<file path="src/rtl/bsg_bus_initiator.sv">
// Register-bus initiator: queues controller read/write commands in a small FIFO and runs them
// one at a time on a valid/ready bus, returning one response (data or timeout) per command.
module bsg_bus_initiator #(
    parameter int unsigned DATA_WIDTH = 8,
    parameter int unsigned FIFO_DEPTH = 4,
    parameter int unsigned TIMEOUT    = 15
) (
    input  logic                  SYS_CLK,
    input  logic                  rst,
    // Controller command side
    input  logic                  cmd_valid,
    output logic                  cmd_ready,
    input  logic                  cmd_write,
    input  logic [DATA_WIDTH-1:0] cmd_addr,
    input  logic [DATA_WIDTH-1:0] cmd_wdata,
    // Register bus
    output logic                  bus_valid,
    output logic                  bus_write,
    output logic [DATA_WIDTH-1:0] bus_addr,
    output logic [DATA_WIDTH-1:0] bus_wdata,
    input  logic                  bus_ready,
    input  logic [DATA_WIDTH-1:0] bus_rdata,
    // Response side
    output logic                  rsp_valid,
    output logic [DATA_WIDTH-1:0] rsp_rdata,
    output logic                  rsp_error,
    output logic                  busy
);

    localparam int unsigned PTR_W  = $clog2(FIFO_DEPTH);
    localparam int unsigned CNT_W  = $clog2(FIFO_DEPTH + 1);
    localparam int unsigned WAIT_W = $clog2(TIMEOUT + 1);

    localparam logic [CNT_W-1:0]  FULL_COUNT = CNT_W'(FIFO_DEPTH);
    localparam logic [WAIT_W-1:0] WAIT_LAST  = WAIT_W'(TIMEOUT - 1);

    typedef enum logic [1:0] {
        StIdle,
        StReq,
        StGap
    } state_e;

    // ------------------------------------------------------------------
    // Command FIFO
    // ------------------------------------------------------------------
    logic                  fifo_write_q [FIFO_DEPTH];
    logic [DATA_WIDTH-1:0] fifo_addr_q  [FIFO_DEPTH];
    logic [DATA_WIDTH-1:0] fifo_wdata_q [FIFO_DEPTH];

    logic [PTR_W-1:0] wr_ptr_q, wr_ptr_d;
    logic [PTR_W-1:0] rd_ptr_q, rd_ptr_d;
    logic [CNT_W-1:0] count_q, count_d;

    logic push;
    logic pop;
    logic fifo_empty;

    assign fifo_empty = (count_q == '0);
    assign cmd_ready  = (count_q != FULL_COUNT);
    assign push       = cmd_valid & cmd_ready;

    always_comb begin
        wr_ptr_d = wr_ptr_q;
        rd_ptr_d = rd_ptr_q;
        count_d  = count_q;
        if (push) begin
            wr_ptr_d = wr_ptr_q + PTR_W'(1);
        end
        if (pop) begin
            rd_ptr_d = rd_ptr_q + PTR_W'(1);
        end
        if (push && !pop) begin
            count_d = count_q + CNT_W'(1);
        end else if (!push && pop) begin
            count_d = count_q - CNT_W'(1);
        end
    end

    always_ff @(posedge SYS_CLK or negedge rst) begin
        if (!rst) begin
            wr_ptr_q <= '0;
            rd_ptr_q <= '0;
            count_q  <= '0;
        end else begin
            wr_ptr_q <= wr_ptr_d;
            rd_ptr_q <= rd_ptr_d;
            count_q  <= count_d;
        end
    end

    // Storage needs no reset: an entry is only read after it has been written.
    always_ff @(posedge SYS_CLK) begin
        if (push) begin
            fifo_write_q[wr_ptr_q] <= cmd_write;
            fifo_addr_q[wr_ptr_q]  <= cmd_addr;
            fifo_wdata_q[wr_ptr_q] <= cmd_wdata;
        end
    end

    // ------------------------------------------------------------------
    // Transfer FSM
    // ------------------------------------------------------------------
    state_e state_q, state_d;

    logic [WAIT_W-1:0]     wait_q, wait_d;
    logic                  bus_valid_q, bus_valid_d;
    logic                  bus_write_q, bus_write_d;
    logic [DATA_WIDTH-1:0] bus_addr_q, bus_addr_d;
    logic [DATA_WIDTH-1:0] bus_wdata_q, bus_wdata_d;
    logic                  rsp_valid_q, rsp_valid_d;
    logic [DATA_WIDTH-1:0] rsp_rdata_q, rsp_rdata_d;
    logic                  rsp_error_q, rsp_error_d;

    always_comb begin
        state_d     = state_q;
        wait_d      = wait_q;
        bus_valid_d = bus_valid_q;
        bus_write_d = bus_write_q;
        bus_addr_d  = bus_addr_q;
        bus_wdata_d = bus_wdata_q;
        rsp_valid_d = 1'b0;
        rsp_rdata_d = rsp_rdata_q;
        rsp_error_d = rsp_error_q;
        pop         = 1'b0;

        unique case (state_q)
            StIdle: begin
                if (!fifo_empty) begin
                    pop         = 1'b1;
                    bus_valid_d = 1'b1;
                    bus_write_d = fifo_write_q[rd_ptr_q];
                    bus_addr_d  = fifo_addr_q[rd_ptr_q];
                    bus_wdata_d = fifo_wdata_q[rd_ptr_q];
                    wait_d      = '0;
                    state_d     = StReq;
                end
            end
            StReq: begin
                if (bus_ready) begin
                    rsp_valid_d = 1'b1;
                    rsp_error_d = 1'b0;
                    rsp_rdata_d = bus_write_q ? '0 : bus_rdata;
                    bus_valid_d = 1'b0;
                    state_d     = StGap;
                end else if (wait_q == WAIT_LAST) begin
                    // bus_valid has now been high for TIMEOUT cycles
                    rsp_valid_d = 1'b1;
                    rsp_error_d = 1'b1;
                    rsp_rdata_d = '0;
                    bus_valid_d = 1'b0;
                    state_d     = StGap;
                end else begin
                    wait_d = wait_q + WAIT_W'(1);
                end
            end
            StGap: begin
                state_d = StIdle;
            end
            default: begin
                state_d = StIdle;
            end
        endcase
    end

    always_ff @(posedge SYS_CLK or negedge rst) begin
        if (!rst) begin
            state_q     <= StIdle;
            wait_q      <= '0;
            bus_valid_q <= 1'b0;
            bus_write_q <= 1'b0;
            bus_addr_q  <= '0;
            bus_wdata_q <= '0;
            rsp_valid_q <= 1'b0;
            rsp_rdata_q <= '0;
            rsp_error_q <= 1'b0;
        end else begin
            state_q     <= state_d;
            wait_q      <= wait_d;
            bus_valid_q <= bus_valid_d;
            bus_write_q <= bus_write_d;
            bus_addr_q  <= bus_addr_d;
            bus_wdata_q <= bus_wdata_d;
            rsp_valid_q <= rsp_valid_d;
            rsp_rdata_q <= rsp_rdata_d;
            rsp_error_q <= rsp_error_d;
        end
    end

    assign bus_valid = bus_valid_q;
    assign bus_write = bus_write_q;
    assign bus_addr  = bus_addr_q;
    assign bus_wdata = bus_wdata_q;
    assign rsp_valid = rsp_valid_q;
    assign rsp_rdata = rsp_rdata_q;
    assign rsp_error = rsp_error_q;
    assign busy      = !fifo_empty || (state_q != StIdle);

endmodule
</file>
<file path="config.mk">
export PLATFORM = sky130hd
export DESIGN_NAME = bsg_bus_initiator
export DESIGN_NICKNAME = d
export VERILOG_FILES = /design/src/rtl/bsg_bus_initiator.sv
export SDC_FILE = /design/constraint.sdc
export NUM_CORES = 1
export LEC_CHECK = 0
export CORE_MARGIN = 5
export CORE_UTILIZATION = 55
export CTS_BUF_LIST = sky130_fd_sc_hd__clkbuf_8
export CTS_CLUSTER_SIZE = 8
export DETAILED_ROUTE_END_ITERATION = 8
export PLACE_DENSITY = 0.8
export SLEW_MARGIN = 10
export SYNTH_ARGS = -nofsm -noshare
export SYNTH_HDL_FRONTEND = slang
export SYNTH_SLANG_ARGS = --single-unit
export TNS_END_PERCENT = 50
</file>
<file path="constraint.sdc">
create_clock -name SYS_CLK -period 2.3 [get_ports SYS_CLK]
set_input_delay 0.345 -clock SYS_CLK [delete_from_list [all_inputs] [get_ports SYS_CLK]]
set_output_delay 0.345 -clock SYS_CLK [all_outputs]
set_load 0.005 [all_outputs]
</file>
==> results of run 1 <==
==> worst max-delay path, delay by kind of cell (launching register included) <==
family	cells	cell delay (ns)
simple gates	2	0.32
buf+inv	2	0.62
flops	1	0.44
==> area by class of cell <==
type                            count  area [µm²]  share of cell area (%)
Sequential cell                   109        3070                    58.9
Multi-Input combinational cell     93        1060                    20.4
Clock buffer                        9         124                    2.38
Inverter                            7        26.3                   0.504
Clock inverter                      7        90.1                    1.73
Timing Repair Buffer               72         708                    13.6
Tap cell                          102         128                    2.45
==> report_power, final <==
| group | total (mW) | switching [mW] | leakage, nW | internal, mW |
|---|---|---|---|---|
| sequential | 3.00 | 0.281 | 1.12 | 2.71 |
| combinational | 2.42 | 0.995 | 0.731 | 1.42 |
| clock | 1.20 | 0.670 | 0.108 | 0.530 |
| total | 6.61 | 1.95 | 1.96 | 4.66 |
==> repair_timing <==
action | CTS | global route
hold buffers | 1 | 0
setup endpoints to repair | 0 | 0
endpoints found under the hold margin | 19 | 0
==> worst paths after layout <==
| kind | from | to | slack [ns] | cells past startpoint |
|---|---|---|---|---|
| min | rst | wait_q[0] | 0.46 | 2 |
| max in group asynchronous | rst | bus_wdata[7] | 1.14 | 3 |
| max | count_q[1] | busy | 0.20 | 4 |
| min reg2reg | bus_wdata[1] | bus_wdata[1] | 0.51 | 1 |
| max reg2reg | count_q[1] | count_q[2] | 0.30 | 8 |
| min in group SYS_CLK | bus_wdata[1] | bus_wdata[1] | 0.51 | 1 |
==> routing by layer <==
layer / global-route usage [%] / vias up / routed length [µm]
li1: - / 988 / -
met1: 20.5 / 1084 / 3070
met2: 27.5 / 63 / 3720
met3: 5.17 / 13 / 378
met4: 5.64 / 0 / 122
met5: 0 / - / 0
==> flip-flops by register name, summed over array words and instances (netlist names) <==
name and cells:
fifo_addr_q 32, fifo_wdata_q 32, bus_addr 8, bus_wdata 8, rsp_rdata 8, fifo_write_q 4
wait_q 4, count_q 3, rd_ptr_q 2, state_q 2, wr_ptr_q 2, bus_valid 1
bus_write 1, rsp_error 1, rsp_valid 1
==> per-stage QoR <==
step | power [mW] | hold WS [ns]
finish | 6.61 | 0.460
global route | 7.00 | 0.497
CTS | 6.70 | 0.472
detailed placement | 5.49 | 0.342
global placement | 5.39 | 0.324
floorplan | 4.46 | 0.0494
==> cell usage after synthesis, types with 2 or more instances <==
cell and number:
edfxtp_1 68, dfrtp_1 41, mux2_2 20, mux4_2 11, a22o_1 8, ha_1 7
inv_1 7, mux4_1 6, and2_1 4, buf_2 4, nor2_1 4, xnor2_1 4
a21oi_1 3, nand2_1 3, a31oi_1 2, nand2b_1 2, nand3_1 2, nor3_1 2
xor2_1 2
==> cells by family (layout without fill, tap and decap cells) <==
family / Yosys count / after routing / synth area share (%)
DFF: 109 / 109 / 72.9
muxes: 37 / 37 / 15.0
AOI/OAI and AO/OA: 21 / 21 / 3.74
and+or+nand+nor: 21 / 21 / 2.76
buffers and inverters: 13 / 95 / 1.84
adders and majority gates: 8 / 8 / 2.56
xor gates and xnor gates: 6 / 6 / 1.25
==> impl_metrics.yaml, run 1 <==
worst_setup_path:
  critPathMaxFanout: 4
  criticalPathCategory: "register to output pin"
  crit_slowest_cell: "clkdlybuf4s50_1"
  crit_arrival_ns: 1.75
  cp.required_ns: 1.96
  cp_slowest_stage_delay_ns: 0.46
  cp-end-kind: "output pin"
  cp-start-kind: "register"
  cp_cell_sequence: "nor3_1 -> buf_4 -> nand2_1 -> clkdlybuf4s50_1"
route:
  vias: 2148
  routed_wl_um: 7290
  drt-initial-drc-count: 62
  drt_first_pass_iters: 4
  avgViaCountPerCell: 5.38
  antenna_left: 0
  wire_per_inst_um: 18.3
  drc_errors: 0
grt:
  grt_max_degree: 23
  grt_pass1_vias: 2296
  grt_overflow: 0
  grt_usage_pct: 16.5
  grt_pass1_wl_um: 11900
  antenna_found_initial: 0
floorplanning:
  die_x_um: 97.5
  coreArea_um2: 7610
  start_util_pct: 55.3
  dieArea_um2: 9510
  row_count: 32
  io_pins: 59
  die_y_um: 97.5
clock_network:
  cts.sinks: 109
  clk_pin_slew_ns: 0.10
  cts_tree: "built"
  clockRootBuffer: "clkbuf_8"
  cts_setup_buffers: 0
  clock_latency_ns: 0.38
  cts.repair.resized: 0
  clock_path_buffers: 2
  htreeDepth: 3
  numCtsBuffers: 9
power:
  p_leak_nw: 1.96
  pwr_density_cell_nw_per_um2: 1270
  peakVddDrop_mv: 0.479
synthesis:
  synthTopCellsByArea: "edfxtp_1 48%, dfrtp_1 24%, mux4_2 5.9%"
  syn-num-nets: 252
  ys_async_sr_fraction_pct: 37.6
  yosys.area.top_type_share_pct: 48.5
  synth_edf_count: 68
  syn_avg_cell_area_um2: 19.6
  syn_inst: 215
  ys_seq_area_share_pct: 72.9
  synth_top_area_cell: "edfxtp_1"
  synth.cell_area_um2: 4210
  ys_ff_latch: 109
  synthFlopType: "edfxtp_1"
  ys_warn_count: 0
  synth.distinct_cells: 34
timing:
  setup_viol: 0
  fin_crit_ns: 2.10
  finalHoldViolations: 0
  rsz0062_at_grt: "no"
  skew_ns: 0.0121
  setup_ws_ns: 0.205
  fmax_mhz: 477
  finalSetupTns_ns: 0
  maxSlewHeadroom_pct: 66.3
  finalCritPeriodShare_pct: 91.1
  report.final.slew_viol_count: 0
  worstMarginPinSlew_ns: 0.504
finish:
  postLayoutCoreUtil_pct: 68.5
  nFillCells: 519
  final_common_cell: "edfxtp_1"
  finish.instance_area_um2: 5210
  nets: 329
  antenna_cells: 0
  mostFrequentLayoutCells: "68 x edfxtp_1, 57 x clkdlybuf4s50_1, 41 x dfrtp_1, 20 x mux2_2"
  drive_gt1_share_pct: 21.5
  syn2layout_area_growth_pct: 23.7
  final_cells: 399
hold_path:
  hp-class: "input port to async pin"
placement:
  placed_cells: 382
  detailed_place_hpwl_um: 4970
  dpl_worst_slack_ns: 0.0907
  gp_congestion: 0.759
  port_buffers: 58
  placed_area_um2: 4980
run_status:
  status: "complete, no violations"
job:
  cap_violations: 0
No activity file was read; power rests on OpenSTA's default activity.
==> run 2, diff against run 1 <==
RECOVER_POWER = 50   (was not set)
==> run 2 against run 1 <==
Net effect: register-to-register slack is essentially flat; non-clock buffer count is the same; core utilization shrank 0.15 points; die area is the same; cell count is the same; critical path type unchanged; critical endpoint unchanged; largest cell class unchanged.
==> impl_metrics.yaml, run 2 (synthesis results as in run 1) <==
finish:
  antenna_cells: 0
  syn2layout_area_growth_pct: 23.4
  finish.instance_area_um2: 5200
  final_cells: 399
  drive_gt1_share_pct: 20.5
  top_regs: "fifo_addr_q x32, fifo_wdata_q x32"
  nFillCells: 520
  nets: 329
  mostFrequentLayoutCells: "68 x edfxtp_1, 41 x dfrtp_1, 37 x clkdlybuf4s50_1, 21 x dlygate4sd3_1, 20 x mux2_2"
  final_common_cell: "edfxtp_1"
clock_network:
  clock_latency_ns: 0.38
  cts.sinks: 109
  cts.repair.resized: 0
  hold_buffers: 1
  numCtsBuffers: 9
  clk_pin_slew_ns: 0.10
  htreeDepth: 3
  clock_path_buffers: 2
  cts_setup_buffers: 0
  cts_tree: "built"
  clockRootBuffer: "clkbuf_8"
worst_setup_path:
  ff2ff_setup_slack_ns: 0.30
  crit_slowest_cell: "clkdlybuf4s50_1"
  cp-start-kind: "register"
  cp.depth: 4
  reg2regPathDepth: 8
  cp.required_ns: 1.96
  path_buf_inv: 2
  cp_slowest_stage_delay_ns: 0.46
  critPathMaxFanout: 4
  cp_cell_sequence: "nor3_1 -> clkbuf_1 -> nand2_1 -> clkdlybuf4s50_1"
  cp-end-kind: "output pin"
  crit_family: "buffers and inverters"
  crit_arrival_ns: 1.79
  criticalPathCategory: "register to output pin"
floorplanning:
  die_y_um: 97.5
  dieArea_um2: 9510
  row_count: 32
  io_pins: 59
  die_x_um: 97.5
  start_util_pct: 55.3
  coreArea_um2: 7610
grt:
  grt_overflow: 0
  grt_max_degree: 23
  met3_usage_pct: 5.17
  grt_usage_pct: 16.5
  grt_pass1_wl_um: 11900
  antenna_found_initial: 0
  gr-max-usage-layer: "met2"
  grt_pass1_vias: 2296
  grtUsageMet2_pct: 27.5
  use_met1_pct: 20.5
placement:
  gp_congestion: 0.759
  placed_area_um2: 4980
  placed_cells: 382
  port_buffers: 58
  detailed_place_hpwl_um: 4970
route:
  avgViaCountPerCell: 5.40
  drt_first_pass_iters: 4
  routed_wl_um: 7280
  vias: 2154
  drt-initial-drc-count: 62
  wire_per_inst_um: 18.2
  drc_errors: 0
  antenna_left: 0
timing:
  fmax_mhz: 468
  finalSetupTns_ns: 0
  report.final.slew_viol_count: 0
  finalCritPeriodShare_pct: 93.0
  rsz0062_at_grt: "no"
  finalHoldViolations: 0
  maxSlewHeadroom_pct: 21.1
  skew_ns: 0.0121
  fin_crit_ns: 2.14
  setup_viol: 0
  worstMarginPinSlew_ns: 1.18
job:
  cap_violations: 0
power:
  p_leak_nw: 1.96
  peakVddDrop_mv: 0.479
  pwr_density_cell_nw_per_um2: 1270
  total_power_mw: 6.58
run_status:
  status: "complete, no violations"
hold_path:
  hp-class: "register to register"
  worst_hold_path.num_cells: 1
## run 2: cell types whose count changed in the layout (fill, tap and decap cells not counted), sizes merged
| cell | before | now |
|---|---|---|
| clkbuf | 9 | 13 |
| dlygate4sd3 | 1 | 21 |
| clkdlybuf4s50 | 57 | 37 |
| buf | 14 | 10 |
## run 2: area by class of cell
| type | count | area [µm²] | area share (%) |
|---|---|---|---|
| Multi-Input combinational cell | 93 | 1060 | 20.5 |
| Timing Repair Buffer | 72 | 697 | 13.4 |
| Tap cell | 102 | 128 | 2.46 |
| Clock inverter | 7 | 90.1 | 1.73 |
| Inverter | 7 | 26.3 | 0.506 |
| Clock buffer | 9 | 124 | 2.38 |
| Sequential cell | 109 | 3070 | 59.0 |
## run 2: final timing paths
kind                               from           end
min in group asynchronous           rst     wait_q[0]
setup / recovery             count_q[1]          busy
setup reg to reg             count_q[1]    count_q[2]
hold / removal             bus_wdata[1]  bus_wdata[1]
hold reg to reg            bus_wdata[1]  bus_wdata[1]
max in group asynchronous           rst  bus_wdata[7]
## run 2: metal layers
metal  wire (µm)  up-vias
met5           0        -
met2        3710       63
met4         122        0
met1        3060     1087
li1            -      991
met3         378       13
## run 2: power breakdown
| group | switching, mW | total [mW] | internal [mW] | leakage [nW] |
|---|---|---|---|---|
| Sequential | 0.278 | 2.99 | 2.71 | 1.12 |
| Combinational | 0.995 | 2.38 | 1.39 | 0.728 |
| Clock | 0.671 | 1.20 | 0.530 | 0.108 |
| Total | 1.94 | 6.58 | 4.63 | 1.96 |
## run 2: per-stage QoR
stage / utilization, % / setup slack, ns / hold WS, ns
finish: 68.3 / 0.162 / 0.512
detailed placement: 65.5 / 0.0907 / 0.342
global placement: 65.5 / 0.202 / 0.324
CTS: 68.5 / 0.190 / 0.472
floorplan: - / 0.189 / 0.0494
global route: 68.3 / 0.0631 / 0.531
==> variant, RTL diff (settings of run 2) <==
The parameter `DATA_WIDTH` goes from 8 to 12.
--- a/src/rtl/bsg_bus_initiator.sv
+++ b/src/rtl/bsg_bus_initiator.sv
@@ -2,5 +2,5 @@
 // one at a time on a valid/ready bus, returning one response (data or timeout) per command.
 module bsg_bus_initiator #(
-    parameter int unsigned DATA_WIDTH = 8,
+    parameter int unsigned DATA_WIDTH = 12,
     parameter int unsigned FIFO_DEPTH = 4,
     parameter int unsigned TIMEOUT    = 15
Ports: changed (6 resized); port bits go from 59 to 83. No check against the original RTL was run, so the function may have changed too.
==> variant against run 2 <==
Final cell count rose by 36%; first-iteration DRC count rose to 2.9 times the old value; register-to-register slack got worse by 0.14 ns; setup slack barely moved; total power rose by 39%; design area rose by 40%; sequential power rose by 40%; clock skew barely moved; wire length rose by 45%; sequential cell count rose by 44; area after synthesis rose by 39%; synthesized cell count rose by 33%; largest cell class unchanged; highest routed layer unchanged.
==> variant: results <==
clock_network:
  cts.sinks: 153
  path_clk_slew_ns: 0.08
global_routing:
  use_met3_pct: 4.866
  grt_max_degree: 29
  grt_pass1_wl_um: 17690
  grt_usage_pct: 18.12
  use_met2_pct: 32.39
routing:
  met2_length_um: 5817
  first_iter_violations: 181
  viasPerCell: 5.521
  routed-via-count: 2987
  wl_met3_um: 529
min_path:
  hold_path.startpoint: "rsp_rdata[1]$_DFFE_PN0P_"
  holdPathEnd: "rsp_rdata[1]$_DFFE_PN0P_"
logic_synthesis:
  syn_avg_cell_area_um2: 20.40
  ys_seq_area_share_pct: 74.20
  synth_edf_count: 100
cells_and_area:
  top_regs: "fifo_addr_q (48), fifo_wdata_q (48)"
  finalNetCount: 441
  fillers: 635
  inv_count: 8
  nClkBuffers: 17
  nonClkBufAreaFrac_pct: 13.73
critical_path:
  worstSetupEndpointType: "register"
  arrival_ns: 2.48
  critPathMaxFanout: 5
status:
  status: "finished, final reports clean"
placed_design:
  placed_area_um2: 6917
  dp_cells: 508
pwr:
  powerDensity_nw_per_um2: 1260
  clkPwrFrac_pct: 19.3
  power_leakage_uw: 0.002680
  internal_power_uw: 6455
sta:
  relSlewSlack_pct: 0.9701
  final.setup_skew_ns: 0.01174
-- variant: changes by cell type after synthesis, sizes merged, moves of 2 or more --
cell,run 2,this run
buf,6,9
dfrtp,41,53
mux2,20,27
nand2,3,5
edfxtp,68,100
mux4,17,25
a22o,8,13
o21ai,1,3
-- variant: critical path, delay by kind of cell (launching register included) --
| kind | cells | cell delay (ns) |
|---|---|---|
| DFF | 1 | 0.45 |
| adders and majority gates | 2 | 0.55 |
| buffers and inverters | 1 | 0.07 |
| and+or+nand+nor | 3 | 0.64 |
| xor gates and xnor gates | 2 | 0.34 |
-- variant: kinds of logic after synthesis --
| logic type | Yosys count | synth area share, % |
|---|---|---|
| AND/OR/NAND/NOR | 24 | 2.445 |
| buffers and inverters | 18 | 1.973 |
| XOR/XNOR | 6 | 0.9007 |
| flip-flops | 153 | 74.20 |
| adder cells (fa/ha/maj) | 8 | 1.844 |
| AO/OA/AOI/OAI | 25 | 3.453 |
| multiplexers | 52 | 15.18 |
